--- config.mk ---
export PLATFORM = sky130hd
export DESIGN_NAME = alu_nibble_sequencer_flat
export DESIGN_NICKNAME = d
export VERILOG_FILES = /design/src/rtl/alu_nibble_sequencer_if.sv /design/src/rtl/alu_nibble_sequencer.sv /design/src/flat_wrapper.sv
export SDC_FILE = /design/constraint.sdc
export NUM_CORES = 1
export LEC_CHECK = 0
export BUFFER_PORTS_ARGS = -buffer_cell sky130_fd_sc_hd__buf_2
export CAP_MARGIN = 30
export CORE_MARGIN = 5
export CORE_UTILIZATION = 52
export CTS_CLUSTER_DIAMETER = 200
export DETAILED_ROUTE_END_ITERATION = 16
export GPL_TIMING_DRIVEN = 0
export PLACE_DENSITY_LB_ADDON = 0.3
export SKIP_LAST_GASP = 1
export SYNTH_ARGS = -nofsm -noshare
export SYNTH_HDL_FRONTEND = slang
export SYNTH_SLANG_ARGS = --single-unit
--- constraint.sdc ---
create_clock -name clk -period 2.2 [get_ports clk]
set_clock_uncertainty 0.1 [all_clocks]
set_input_delay 0.11 -clock clk [delete_from_list [all_inputs] [get_ports clk]]
set_output_delay 0.11 -clock clk [all_outputs]
set_load 0.005 [all_outputs]
--- src/rtl/alu_nibble_sequencer_if.sv ---
// Request/response handshake plus the nibble-ALU bus of the sequencer.
// slave = sequencer side, master = requester/consumer and ALU side.
interface alu_nibble_sequencer_if;
  logic       req_valid;
  logic       req_ready;
  logic [2:0] req_op;
  logic [7:0] req_a;
  logic [7:0] req_b;
  logic       rsp_valid;
  logic       rsp_ready;
  logic [7:0] rsp_result;
  logic       rsp_carry;
  logic       rsp_zero;
  logic [3:0] alu_a;
  logic [3:0] alu_b;
  logic [2:0] alu_op;
  logic [3:0] alu_result;
  logic       alu_carry_out;
  logic       alu_zero;

  modport slave (
    input  req_valid, req_op, req_a, req_b, rsp_ready,
           alu_result, alu_carry_out, alu_zero,
    output req_ready, rsp_valid, rsp_result, rsp_carry, rsp_zero,
           alu_a, alu_b, alu_op
  );

  modport master (
    output req_valid, req_op, req_a, req_b, rsp_ready,
           alu_result, alu_carry_out, alu_zero,
    input  req_ready, rsp_valid, rsp_result, rsp_carry, rsp_zero,
           alu_a, alu_b, alu_op
  );
endinterface

--- src/rtl/alu_nibble_sequencer.sv ---
// Runs 8-bit ops on a combinational 4-bit ALU as low/high/fix-up nibble passes.
// ALU_SEQ_PERF_EN adds op_count and the sticky flag_mismatch ALU zero check.
module alu_nibble_sequencer (
  input  logic clk,
  input  logic rst_n,
  alu_nibble_sequencer_if.slave bus
`ifdef ALU_SEQ_PERF_EN
  ,
  output logic [15:0] op_count,
  output logic        flag_mismatch
`endif
);
  typedef enum logic [2:0] {IDLE, LO, HI, FIX, RESP} state_t;
  typedef struct packed {
    logic [2:0] op;
    logic [7:0] a;
    logic [7:0] b;
  } req_t;

  state_t     state_q, state_d;
  req_t       req_q;
  logic [3:0] r_l, r_h;
  logic       c_l, c_h;
  logic       arith, load_rsp;
  logic [3:0] hi_sel;
  logic       cy_sel;
  logic [8:0] asm_res;

  // {carry, result}; shifts rebuild the bit that crosses the nibble seam from a.
  function automatic logic [8:0] assemble(input logic [2:0] op, input logic [7:0] a,
                                          input logic [3:0] lo, input logic [3:0] hi,
                                          input logic cy);
    case (op)
      3'b000, 3'b001: assemble = {cy, hi, lo};
      3'b110:         assemble = {a[7], hi[3:1], a[3], lo};
      3'b111:         assemble = {a[0], hi, a[4], lo[2:0]};
      default:        assemble = {1'b0, hi, lo};
    endcase
  endfunction

  assign arith         = (req_q.op[2:1] == 2'b00);
  assign bus.req_ready = (state_q == IDLE);
  assign bus.rsp_valid = (state_q == RESP);

  always_ff @(posedge clk or negedge rst_n)
    if (!rst_n) state_q <= IDLE;
    else        state_q <= state_d;

  always_comb begin
    state_d    = state_q;
    bus.alu_a  = 4'h0;
    bus.alu_b  = 4'h0;
    bus.alu_op = 3'b000;
    case (state_q)
      IDLE: if (bus.req_valid) state_d = LO;
      LO: begin
        bus.alu_a  = req_q.a[3:0];
        bus.alu_b  = req_q.b[3:0];
        bus.alu_op = req_q.op;
        state_d    = HI;
      end
      HI: begin
        bus.alu_a  = req_q.a[7:4];
        bus.alu_b  = req_q.b[7:4];
        bus.alu_op = req_q.op;
        state_d    = (arith && c_l) ? FIX : RESP;
      end
      FIX: begin
        bus.alu_a  = r_h;
        bus.alu_b  = 4'h1;
        bus.alu_op = req_q.op;
        state_d    = RESP;
      end
      RESP: if (bus.rsp_ready) state_d = IDLE;
      default: state_d = IDLE;
    endcase
  end

  // The current pass is the last one when HI skips FIX, or in FIX itself.
  assign load_rsp = ((state_q == HI) && (state_d == RESP)) || (state_q == FIX);
  assign hi_sel   = bus.alu_result;
  assign cy_sel   = (state_q == FIX) ? (c_h | bus.alu_carry_out)
                                     : (bus.alu_carry_out & arith);
  assign asm_res  = assemble(req_q.op, req_q.a, r_l, hi_sel, cy_sel);

  always_ff @(posedge clk or negedge rst_n) begin
    if (!rst_n) begin
      req_q          <= '0;
      r_l            <= 4'h0;
      r_h            <= 4'h0;
      c_l            <= 1'b0;
      c_h            <= 1'b0;
      bus.rsp_result <= 8'h00;
      bus.rsp_carry  <= 1'b0;
      bus.rsp_zero   <= 1'b0;
    end else begin
      if (state_q == IDLE && bus.req_valid)
        req_q <= '{op: bus.req_op, a: bus.req_a, b: bus.req_b};
      if (state_q == LO) begin
        r_l <= bus.alu_result;
        c_l <= bus.alu_carry_out & arith;
      end
      if (state_q == HI) begin
        r_h <= bus.alu_result;
        c_h <= bus.alu_carry_out & arith;
      end
      if (load_rsp) begin
        bus.rsp_result <= asm_res[7:0];
        bus.rsp_carry  <= asm_res[8];
        bus.rsp_zero   <= (asm_res[7:0] == 8'h00);
      end
    end
  end

`ifdef ALU_SEQ_PERF_EN
  logic logic_op;
  assign logic_op = (req_q.op >= 3'd2) && (req_q.op <= 3'd5);

  always_ff @(posedge clk or negedge rst_n) begin
    if (!rst_n) begin
      op_count      <= 16'h0000;
      flag_mismatch <= 1'b0;
    end else begin
      if (bus.rsp_valid && bus.rsp_ready) op_count <= op_count + 16'h0001;
      if ((state_q == LO || state_q == HI) && logic_op &&
          (bus.alu_zero != (bus.alu_result == 4'h0)))
        flag_mismatch <= 1'b1;
    end
  end
`else
  logic unused_alu_zero;
  assign unused_alu_zero = bus.alu_zero;
`endif
endmodule

--- src/flat_wrapper.sv ---
// flat-port wrapper written by rule: the top's interface ports become plain ports
module alu_nibble_sequencer_flat 
  (clk, rst_n, bus_req_valid, bus_req_op, bus_req_a, bus_req_b, bus_rsp_ready, bus_alu_result, bus_alu_carry_out, bus_alu_zero, bus_req_ready, bus_rsp_valid, bus_rsp_result, bus_rsp_carry, bus_rsp_zero, bus_alu_a, bus_alu_b, bus_alu_op);
  alu_nibble_sequencer_if bus_i ();
  input  logic clk;
  input  logic rst_n;
  input wire logic [$bits(bus_i.req_valid)-1:0] bus_req_valid;
  input wire logic [$bits(bus_i.req_op)-1:0] bus_req_op;
  input wire logic [$bits(bus_i.req_a)-1:0] bus_req_a;
  input wire logic [$bits(bus_i.req_b)-1:0] bus_req_b;
  input wire logic [$bits(bus_i.rsp_ready)-1:0] bus_rsp_ready;
  input wire logic [$bits(bus_i.alu_result)-1:0] bus_alu_result;
  input wire logic [$bits(bus_i.alu_carry_out)-1:0] bus_alu_carry_out;
  input wire logic [$bits(bus_i.alu_zero)-1:0] bus_alu_zero;
  output wire logic [$bits(bus_i.req_ready)-1:0] bus_req_ready;
  output wire logic [$bits(bus_i.rsp_valid)-1:0] bus_rsp_valid;
  output wire logic [$bits(bus_i.rsp_result)-1:0] bus_rsp_result;
  output wire logic [$bits(bus_i.rsp_carry)-1:0] bus_rsp_carry;
  output wire logic [$bits(bus_i.rsp_zero)-1:0] bus_rsp_zero;
  output wire logic [$bits(bus_i.alu_a)-1:0] bus_alu_a;
  output wire logic [$bits(bus_i.alu_b)-1:0] bus_alu_b;
  output wire logic [$bits(bus_i.alu_op)-1:0] bus_alu_op;
  assign bus_i.req_valid = bus_req_valid;
  assign bus_i.req_op = bus_req_op;
  assign bus_i.req_a = bus_req_a;
  assign bus_i.req_b = bus_req_b;
  assign bus_i.rsp_ready = bus_rsp_ready;
  assign bus_i.alu_result = bus_alu_result;
  assign bus_i.alu_carry_out = bus_alu_carry_out;
  assign bus_i.alu_zero = bus_alu_zero;
  assign bus_req_ready = bus_i.req_ready;
  assign bus_rsp_valid = bus_i.rsp_valid;
  assign bus_rsp_result = bus_i.rsp_result;
  assign bus_rsp_carry = bus_i.rsp_carry;
  assign bus_rsp_zero = bus_i.rsp_zero;
  assign bus_alu_a = bus_i.alu_a;
  assign bus_alu_b = bus_i.alu_b;
  assign bus_alu_op = bus_i.alu_op;
  alu_nibble_sequencer u_core (.clk(clk), .rst_n(rst_n), .bus(bus_i));
endmodule
==> results by group, run 1 <==
GRT
  • First-pass GRT wire length: 7500 µm
  • Total Routing Usage GR: 0.1897
  • Initial antenna violation count: 0
  • GR Overflow Total: 0
  • Pin count of the biggest net entering global routing: 43
  • Vias in the first global route: 1595

Pwr
  • Final Power: 3.545 mW
  • Sw power: 1.243 mW
  • Worst vdd ir: 632.6 µV
  • Combinational share of power: 0.477
  • Clock share of power: 0.129
  • Internal: 2.301 mW
  • Static leakage: 1.202 nW
  • Sw Ratio: 0.3507
  • Pwr Density: 1381 nW/µm²
  • Reg power frac: 0.394

Hold path
  • WHS Path Cells: 2
  • Min-delay src: bus_alu_result[3]
  • Worst-case hold path end point: u_core.bus.rsp_result[7]
  • Min-delay worst type: in -> reg

Setup path
  • CP Max Fanout: 10
  • CP cell instances: buf_6, nor3b_4, a22o_1, buf_2
  • CP Launch Type: flip-flop
  • Reg2reg start: u_core.req_q[18]
  • Worst r2r dst: u_core.bus.rsp_result[5]
  • Max stage delay on crit path: 500 ps
  • R2R Setup Slk: 290 ps
  • Signal arrival time at the worst endpoint: 1720 ps
  • Worst EP required: 1990 ps
  • Worst Reg-to-Reg Cells: 6
  • Worst setup path startpoint: u_core.state_q[0]
  • Worst path slowest cell: nor3b_4
  • CP Class: reg -> out
  • Worst setup EP type: primary output

Finish
  • Layout cells sized above 1: 0.4655
  • Area added between synthesis and finish: 31.62%
  • Non-Filler Instances: 280
  • Final #Nets: 262
  • Filler cell count: 263
  • Antenna diode count: 0

Yosys
  • Post-synth EDFFs: 0
  • Multiplexer share of the synthesized area: 0.2187
  • Synth Area in Adders: 0.006414
  • Share of async-settable or async-resettable flops after synthesis: 1.000
  • Netlist cell types: 30
  • Post-Synth Simple-Gate Area: 0.08916
  • Post-synthesis compound-gate area fraction: 0.09557
  • Commonest register cell after synthesis: dfrtp_1
  • Avg Cell Area, Syn: 12.83 µm²
  • Mapped Cells: 152
  • Yosys Warn Count: 0
  • Largest family of logic cells by synthesized area: multiplexers
  • Syn_nets: 182
  • Register area share after synthesis: 0.5388
  • Mapped Area: 1951 µm²
  • Post-synthesis xor/xnor area fraction: 0
  • Synth Register Bits: 42

Clock network
  • Resized cells post-CTS: 0
  • CTS max path bufs: 2
  • Clk slew on worst S/H paths: 70 ps
  • Root Driver: clkbuf_8
  • CTS buffer count: 5
  • Worst-skew pair later-pin latency: 290 ps
  • # clock sinks: 42
  • Setup repair bufs after CTS: 0
  • H-tree Lvls: 2
  • CTS tree: done

Place
  • RD Place Congestion: 0.8339
  • DPL Wire Length: 3083 µm
  • Dpl cells: 250
  • PortBufs: 50

Detailed routing
  • Drt first pass iters: 4
  • DR WL/cell: 15.81 µm
  • DRT antenna net count: 0
  • Initial DRC count: 89
  • Total wire length: 4426 µm
  • Via count: 1480
  • Vias/cell: 5.286
  • DRC: 0

STA
  • Unrepaired setup endpoints after global routing: no
  • Max-Slew Margin vs Limit: 0.4022
  • Final setup TNS: 0 ps
  • Clock period minus worst slack: 1926 ps
  • Worst slew pin tran: 896.7 ps
  • # setup viols final: 0
  • F_max: 0.5192 GHz
  • Count of final hold-check violations: 0
  • Slew Limit Fails: 0
  • Crit share post-route: 0.8756

Floorplanning
  • Starting density of the core: 0.5328
  • DIE AREA: 5076 µm²
  • Num rows: 22
  • Floorplan Core Area: 3661 µm²
  • Die width: 71.25 µm
  • I/O Pins: 52
  • Die height: 71.25 µm

Flow run
  • Maxcap violations: 0

Status
  • Status: completed
## through the flow
stage	instance area, µm²	setup WS, ps	utilization	hold WS (ps)
6_report	2567	273.8	0.7013	0.8691
5_1_grt	2567	124.6	0.7013	7.909
4_1_cts	2567	264.1	0.7013	0.3779
3_5_place_dp	2261	302.5	0.6176	195.7
3_3_place_gp	2261	389.4	0.6176	178.6
2_1_floorplan	1951	534.3	-	-285.6
## per-layer routing
| metal | global-route usage | vias up | part of all wire |
|---|---|---|---|
| li1 | - | 697 | - |
| met1 | 0.2234 | 727 | 0.40 |
| met2 | 0.3327 | 47 | 0.53 |
| met3 | 0.04628 | 9 | 0.055 |
| met4 | 0.07307 | 0 | 0.015 |
| met5 | 0 | - | 0 |
## area by class of cell
type / instances / area [µm²] / share of cell area
plain buffers: 8 / 77.57 / 0.03021
clock buffers: 7 / 76.32 / 0.02973
inverters: 6 / 22.52 / 0.008772
multi-input cells: 96 / 799.5 / 0.3114
flip-flops and latches: 42 / 1051 / 0.4094
well taps: 48 / 60.06 / 0.02339
repair buffers: 73 / 480.5 / 0.1871
## state kept, by name, indices dropped and copies added, names as in the netlist
signal / cells
u_core.bus.rsp_carry: 1
u_core.r_l: 4
u_core.state_q: 3
u_core.r_h: 4
u_core.c_l: 1
u_core.bus.rsp_zero: 1
u_core.req_q: 19
u_core.c_h: 1
u_core.bus.rsp_result: 8
## critical path: cells and delay by family, from the launching register on
family                 cells  cell delay [ps]
AO/OA/AOI/OAI              1              210
buffers and inverters      2              290
flip-flops                 1              430
AND/OR/NAND/NOR            1              500
## worst max path at each step
stage | endpoint | slack, ps
after floorplan | u_core.bus.rsp_result[0] | 530
after global placement | u_core.bus.rsp_result[5] | 390
after detailed placement | u_core.bus.rsp_result[5] | 300
after CTS | bus_alu_b[2] | 260
after global routing | bus_alu_b[2] | 120
final | bus_alu_b[2] | 270
## synth_stat cells, types with 2 or more instances
cell / number / area (µm²)
nor3_1: 2 / 10.01
mux2_2: 36 / 405.4
nand3_1: 2 / 10.01
buf_6: 6 / 67.56
a21oi_1: 3 / 15.01
a31o_2: 3 / 26.28
a22oi_1: 4 / 30.03
buf_2: 2 / 10.01
dfrtp_1: 42 / 1051
a22o_1: 3 / 26.28
inv_1: 6 / 22.52
nand2_1: 9 / 33.78
nor3b_1: 2 / 15.01
o21ai_0: 10 / 50.05
nor2_1: 7 / 26.28
## repair_timing
| action | CTS | global route |
|---|---|---|
| hold buffers | 23 | 0 |
| endpoints found under the hold margin | 66 | 0 |
| setup endpoints to repair | 0 | 0 |
## logic make-up after synthesis
logic type                 count (synthesis)
DFF                                       42
muxes                                     38
and+or+nand+nor                           30
AOI/OAI and AO/OA                         27
buffers and inverters                     14
adders and majority gates                  1
## cells in the final DEF (no fill, tap or decap), drive strengths merged
cell         instances
and2                 1
buf                 58
o41ai                1
mux2                37
a31o                 3
a21oi                3
mux2i                1
and2b                2
a31oi                1
nor3                 3
nor2                 7
dfrtp               42
a22o                 3
clkbuf               7
nor2b                2
nand2                9
o21ai               11
nor4                 1
a22oi                4
nand3                2
o31ai                1
dlygate4sd3         23
nor3b                3
ha                   1
inv                  6
## power groups by stage
stage                     Combinational, mW  Clock [mW]  Sequential [mW]
after global placement                 1.60           0             1.38
after global routing                   1.85       0.503             1.44
after floorplan                        1.19           0             1.34
final                                  1.69       0.456             1.40
after detailed placement               1.66           0             1.41
after CTS                              1.69       0.468             1.40
Note: power is estimated with default switching activity, not from simulation.
==> inputs of run 2 (changes only) <==
--- a/config.mk
+++ b/config.mk
@@ -12,6 +12,7 @@
 export CTS_CLUSTER_DIAMETER = 200
 export DETAILED_ROUTE_END_ITERATION = 16
 export GPL_TIMING_DRIVEN = 0
+export MAX_ROUTING_LAYER = met4
 export PLACE_DENSITY_LB_ADDON = 0.3
 export SKIP_LAST_GASP = 1
 export SYNTH_ARGS = -nofsm -noshare
==> run 2 against run 1 <==
Compared with the run above: worst setup slack worse by 4.6 ps; first-iteration DRC count is 4.5% higher; sequential share of layout area stayed put; non-clock buffer count stayed put; global-route usage is 0.58 points higher; power hardly changed; largest cell class unchanged.
==> results by group, run 2 (same netlist as run 1, synthesis figures left out) <==
Finish
  • Biggest regs: u_core.req_q (19), u_core.bus.rsp_result (8)
  • Cell area after layout: 2567 µm² (unchanged)
  • Layout cells sized above 1: 0.4655 (unchanged)
  • Area added between synthesis and finish: 31.62% (unchanged)
  • Most frequent cells in the layout: buf_2, dfrtp_1, mux2_2, dlygate4sd3_1, o21ai_0
  • Max FFs per register: 19 (unchanged)
  • Biggest register: u_core.req_q
  • Fin util: 0.7013 (unchanged)
  • Antenna diode count: 0 (unchanged)
  • Most common cell after layout, fill and taps aside: buf_2
  • Final #Nets: 262 (unchanged)
  • Filler cell count: 263 (unchanged)

Floorplanning
  • Die width: 71.25 µm (unchanged)
  • DIE AREA: 5076 µm² (unchanged)
  • Die height: 71.25 µm (unchanged)
  • Floorplan Core Area: 3661 µm² (unchanged)
  • I/O Pins: 52 (unchanged)
  • Num rows: 22 (unchanged)
  • Starting density of the core: 0.5328 (unchanged)

GRT
  • Pin count of the biggest net entering global routing: 43 (unchanged)
  • GRT met1 Usage: 0.2253 (+0.001832)
  • Initial antenna violation count: 0 (unchanged)
  • GR Overflow Total: 0 (unchanged)
  • Met2 usage: 0.3327 (unchanged)
  • First-pass GRT wire length: 7521 µm (+0.28%)
  • Total Routing Usage GR: 0.1955 (+0.005754)
  • Grt peak-use layer: met2
  • Met3 usage: 0.04348 (-0.002805)
  • Vias in the first global route: 1600 (+0.31%)

Hold path
  • Min-delay src: bus_alu_result[3]
  • WHS Path Cells: 2 (unchanged)
  • Worst-case hold path end point: u_core.bus.rsp_result[7]
  • Min-delay worst type: in -> reg

Place
  • DPL Wire Length: 3083 µm (unchanged)
  • RD Place Congestion: 0.8467 (+1.5%)
  • DP Area: 2261 µm² (unchanged)
  • PortBufs: 50 (unchanged)

Clock network
  • CTS tree: done
  • CTS buffer count: 5 (unchanged)
  • Worst-skew pair later-pin latency: 280 ps (about the same)
  • Root Driver: clkbuf_8
  • H-tree Lvls: 2 (unchanged)
  • CTS max path bufs: 2 (unchanged)
  • # clock sinks: 42 (unchanged)
  • Clk slew on worst S/H paths: 70 ps (about the same)
  • Setup repair bufs after CTS: 0 (unchanged)

Setup path
  • Worst r2r dst: u_core.bus.rsp_result[5]
  • Reg2reg start: u_core.req_q[18]
  • CP Max Fanout: 10 (unchanged)
  • CP Launch Type: flip-flop
  • Signal arrival time at the worst endpoint: 1720 ps (about the same)
  • R2R Setup Slk: 280 ps (about the same)
  • Worst setup EP type: primary output
  • CP Class: reg -> out
  • Worst EP required: 1990 ps (about the same)
  • Worst setup path startpoint: u_core.state_q[0]
  • Worst Reg-to-Reg Cells: 6 (unchanged)

Pwr
  • Static leakage: 1.202 nW (unchanged)
  • Worst vdd ir: 631.2 µV (-0.22%)
  • Pwr Density: 1382 nW/µm² (about the same)

STA
  • F_max: 0.5179 GHz (-0.24%)
  • Slew Limit Fails: 0 (unchanged)
  • Unrepaired setup endpoints after global routing: no
  • Clock period minus worst slack: 1931 ps (+4.642 ps)
  • Crit share post-route: 0.8777 (+0.002110)
  • Count of final hold-check violations: 0 (unchanged)
  • Worst slew pin tran: 914.9 ps (+18.17 ps)
  • Final setup TNS: 0 ps (unchanged)
  • # setup viols final: 0 (unchanged)
  • Max-Slew Margin vs Limit: 0.3901 (-0.01211)

Detailed routing
  • DRC: 0 (unchanged)
  • DRT antenna net count: 0 (unchanged)
  • DR WL/cell: 15.96 µm (+0.95%)
  • Vias/cell: 5.289 (about the same)
  • Initial DRC count: 93 (+4.5%)
  • Total wire length: 4468 µm (+0.95%)
  • Drt first pass iters: 4 (unchanged)
  • Via count: 1481 (+0.068%)

Flow run
  • Maxcap violations: 0 (unchanged)

Status
  • Status: completed
-- run 2: cell counts in the layout (fill, tap and decap cells not counted) --
Identical to the previous run, type by type.
-- run 2: how the worst max path moves through the flow --
stage / slack [ps] / end
2_1_floorplan: 530 / u_core.bus.rsp_result[0]
3_3_place_gp: 390 / u_core.bus.rsp_result[5]
3_5_place_dp: 300 / u_core.bus.rsp_result[5]
4_1_cts: 260 / bus_alu_b[2]
5_1_grt: 130 / bus_alu_b[2]
6_report: 270 / bus_alu_b[2]
-- run 2: through the flow --
stage | hold WS [ps] | instances | worst slack, ps | total power [mW]
floorplan | -285.6 | 152 | 534.3 | 2.530
global placement | 178.6 | 250 | 389.4 | 2.976
detailed placement | 195.7 | 250 | 302.5 | 3.069
CTS | 0.3779 | 280 | 264.1 | 3.556
global route | 7.909 | 280 | 125.8 | 3.794
finish | 1.281 | 280 | 269.1 | 3.548
-- run 2: worst max-delay path, stage by stage, from the launching register on --
cell and delay (ps):
dfrtp_1 430, buf_6 180, nor3b_4 500, a22o_1 210, buf_2 120
-- run 2: layout make-up --
cell class	count	area, µm²	area share
Buffer	8	77.57	0.03021
Inverter	6	22.52	0.008772
Timing Repair Buffer	73	480.5	0.1871
Clock buffer	7	76.32	0.02973
Multi-Input combinational cell	96	799.5	0.3114
Tap cell	48	60.06	0.02339
Sequential cell	42	1051	0.4094
-- run 2: routing by layer --
layer | up-vias | part of all wire
met3 | 11 | 0.054
met2 | 45 | 0.53
met4 | 0 | 0.016
met5 | - | 0
met1 | 728 | 0.40
li1 | 697 | -
-- run 2: where the power goes --
part | leakage (nW) | internal, mW | switching [mW]
registers | 0.507 | 1.15 | 0.243
clock network | 0.0383 | 0.218 | 0.239
logic | 0.657 | 0.930 | 0.765
total | 1.20 | 2.30 | 1.25
-- run 2: repair_timing --
action / CTS / global route
hold endpoints to repair: 66 / 0
gates resized for setup: 0 / 0
hold buffers: 23 / 0
==> inputs of run 3 (changes only) <==
--- a/config.mk
+++ b/config.mk
@@ -13,7 +13,7 @@
 export DETAILED_ROUTE_END_ITERATION = 16
 export GPL_TIMING_DRIVEN = 0
 export MAX_ROUTING_LAYER = met4
-export PLACE_DENSITY_LB_ADDON = 0.3
+export PLACE_DENSITY_LB_ADDON = 0.12
 export SKIP_LAST_GASP = 1
 export SYNTH_ARGS = -nofsm -noshare
 export SYNTH_HDL_FRONTEND = slang
==> run 3 against run 2 <==
Compared with the run above: sequential share of layout area decreased by 0.84 points; via count decreased by 1.2%; sequential power about the same; power increased by 2.3%; first-iteration DRC count decreased by 66%; worst setup slack improved by 16 ps; wire length decreased by 2.3%; combinational power about the same; worst hold slack improved by 28 ps; non-clock buffer count increased by 2; register-to-register slack improved by 50 ps; flip-flop and latch count unchanged; largest cell class unchanged.
==> results by group, run 3 (same netlist as run 1, synthesis figures left out) <==
Pwr
  • Worst vdd ir: 769.8 µV (+22%)
  • Pwr Density: 1384 nW/µm² (+0.17%)
  • Static leakage: 1.230 nW (+2.3%)
  • Reg power frac: 0.384 (-0.010)
  • Internal: 2.401 mW (+4.3%)
  • Clock share of power: 0.155 (+0.026)
  • Combinational share of power: 0.461 (-0.017)
  • Sw power: 1.228 mW (-1.5%)
  • Sw Ratio: 0.3383 (-0.01306)

STA
  • Slew Limit Fails: 0 (unchanged)
  • Final setup TNS: 0 ps (unchanged)
  • Max-Slew Margin vs Limit: 0.3774 (-0.01271)
  • Unrepaired setup endpoints after global routing: no
  • Count of final hold-check violations: 0 (unchanged)
  • # setup viols final: 0 (unchanged)
  • Crit share post-route: 0.8705 (-0.007126)
  • Worst slew pin tran: 933.9 ps (+19.06 ps)
  • Clock period minus worst slack: 1915 ps (-15.68 ps)
  • F_max: 0.5221 GHz (+0.82%)

Finish
  • Reg area: 1051 µm² (unchanged)
  • Final #Nets: 264 (+0.76%)
  • Most common cell after layout, fill and taps aside: buf_2
  • Filler cell count: 272 (+3.4%)
  • Multi-input logic area: 799.5 µm² (unchanged)
  • Biggest register: u_core.req_q
  • Max FFs per register: 19 (unchanged)
  • Layout cells sized above 1: 0.4723 (+0.006823)
  • Non-Filler Instances: 283 (+1.1%)
  • Biggest regs: u_core.req_q (19), u_core.bus.rsp_result (8)
  • Most frequent cells in the layout: buf_2, dfrtp_1, mux2_2, dlygate4sd3_1, o21ai_0
  • Antenna diode count: 0 (unchanged)
  • Area added between synthesis and finish: 34.38%

Clock network
  • CTS tree: done
  • Resized cells post-CTS: 0 (unchanged)
  • Setup repair bufs after CTS: 0 (unchanged)
  • Clk slew on worst S/H paths: 80 ps (about the same)
  • Root Driver: clkbuf_8
  • H-tree Lvls: 2 (unchanged)
  • CTS buffer count: 5 (unchanged)
  • # clock sinks: 42 (unchanged)
  • CTS max path bufs: 2 (unchanged)
  • Worst-skew pair later-pin latency: 290 ps (about the same)

Setup path
  • Worst setup path startpoint: u_core.state_q[0]
  • Signal arrival time at the worst endpoint: 1710 ps (about the same)
  • Worst r2r dst: u_core.bus.rsp_result[1]
  • Worst Reg-to-Reg Cells: 6 (unchanged)
  • CP Class: reg -> out
  • CP Max Fanout: 10 (unchanged)
  • Worst EP required: 1990 ps (about the same)
  • Worst setup EP type: primary output
  • Reg2reg start: u_core.req_q[18]
  • R2R Setup Slk: 330 ps (+50 ps)
  • CP Launch Type: flip-flop

Place
  • PortBufs: 50 (unchanged)
  • Dpl cells: 250 (unchanged)
  • RD Place Congestion: 0.8142 (-3.8%)
  • DPL Wire Length: 3114 µm (+1.0%)

Detailed routing
  • Total wire length: 4364 µm (-2.3%)
  • Vias/cell: 5.170 (-2.3%)
  • DRT antenna net count: 0 (unchanged)
  • Initial DRC count: 32 (-66%)
  • Drt first pass iters: 4 (unchanged)
  • DRC: 0 (unchanged)
  • DR WL/cell: 15.42 µm (-3.4%)
  • Via count: 1463 (-1.2%)

Floorplanning
  • Die width: 71.25 µm (unchanged)
  • Die height: 71.25 µm (unchanged)
  • Starting density of the core: 0.5328 (unchanged)
  • I/O Pins: 52 (unchanged)
  • DIE AREA: 5076 µm² (unchanged)
  • Floorplan Core Area: 3661 µm² (unchanged)
  • Num rows: 22 (unchanged)

Hold path
  • Min-delay src: bus_alu_result[2]
  • Worst-case hold path end point: u_core.r_h[2]
  • WHS Path Cells: 2 (unchanged)
  • Min-delay worst type: in -> reg

Status
  • Status: completed

GRT
  • Total Routing Usage GR: 0.1982 (+0.002699)
  • Initial antenna violation count: 0 (unchanged)
  • First-pass GRT wire length: 7679 µm (+2.1%)
  • Vias in the first global route: 1663 (+3.9%)
  • Pin count of the biggest net entering global routing: 43 (unchanged)
  • GR Overflow Total: 0 (unchanged)

Flow run
  • Maxcap violations: 0 (unchanged)
-- run 3: critical path, cell delays in order, from the launching register on --
cell and delay (ps):
dfrtp_1 430, buf_6 170, nor3b_4 490, a22o_1 210, buf_2 110
-- run 3: worst max-delay path by stage --
stage,endpoint,slack (ps),depth (start not counted)
finish,bus_alu_b[2],280,4
global route,bus_alu_b[2],150,4
CTS,bus_alu_b[2],260,4
detailed placement,u_core.bus.rsp_result[1],370,6
global placement,u_core.bus.rsp_result[1],370,6
floorplan,u_core.bus.rsp_result[0],530,6
-- run 3: area by class of cell --
class / count / area share
timing repair buffer: 75 / 0.1909
multi-input combinational: 96 / 0.3050
tap: 48 / 0.02291
buffer: 8 / 0.02959
clock buffer: 8 / 0.04200
sequential: 42 / 0.4010
inverter: 6 / 0.008592
-- run 3: per-layer routing --
| layer | global-route usage | wire length (µm) |
|---|---|---|
| met2 | 0.3418 | 2327 |
| met3 | 0.05049 | 210 |
| met5 | - | 0 |
| met1 | 0.2213 | 1749 |
| met4 | 0.07098 | 76 |
-- run 3: timing repair --
item                                    4_1_cts  5_1_grt
endpoints found under the hold margin        68        0
endpoints found under the setup margin        0        0
hold buffers                                 25        0
-- run 3: metrics by stage --
stage,setup WS (ps),hold slack [ps],utilization,cell area [µm²],power [mW]
6_report,284.8,28.97,0.7160,2621,3.629
5_1_grt,147.1,15.35,0.7160,2621,3.908
4_1_cts,262.5,12.09,0.7160,2621,3.675
3_5_place_dp,365.1,199.1,0.6176,2261,3.064
3_3_place_gp,374.7,179.3,0.6176,2261,2.987
2_1_floorplan,534.3,-285.6,-,1951,2.530
-- run 3: power by group through the flow --
stage,clock network [mW],registers (mW),logic [mW]
floorplan,0,1.34,1.19
global placement,0,1.38,1.61
detailed placement,0,1.41,1.65
global route,0.625,1.44,1.84
finish,0.562,1.39,1.67
CTS,0.586,1.40,1.69
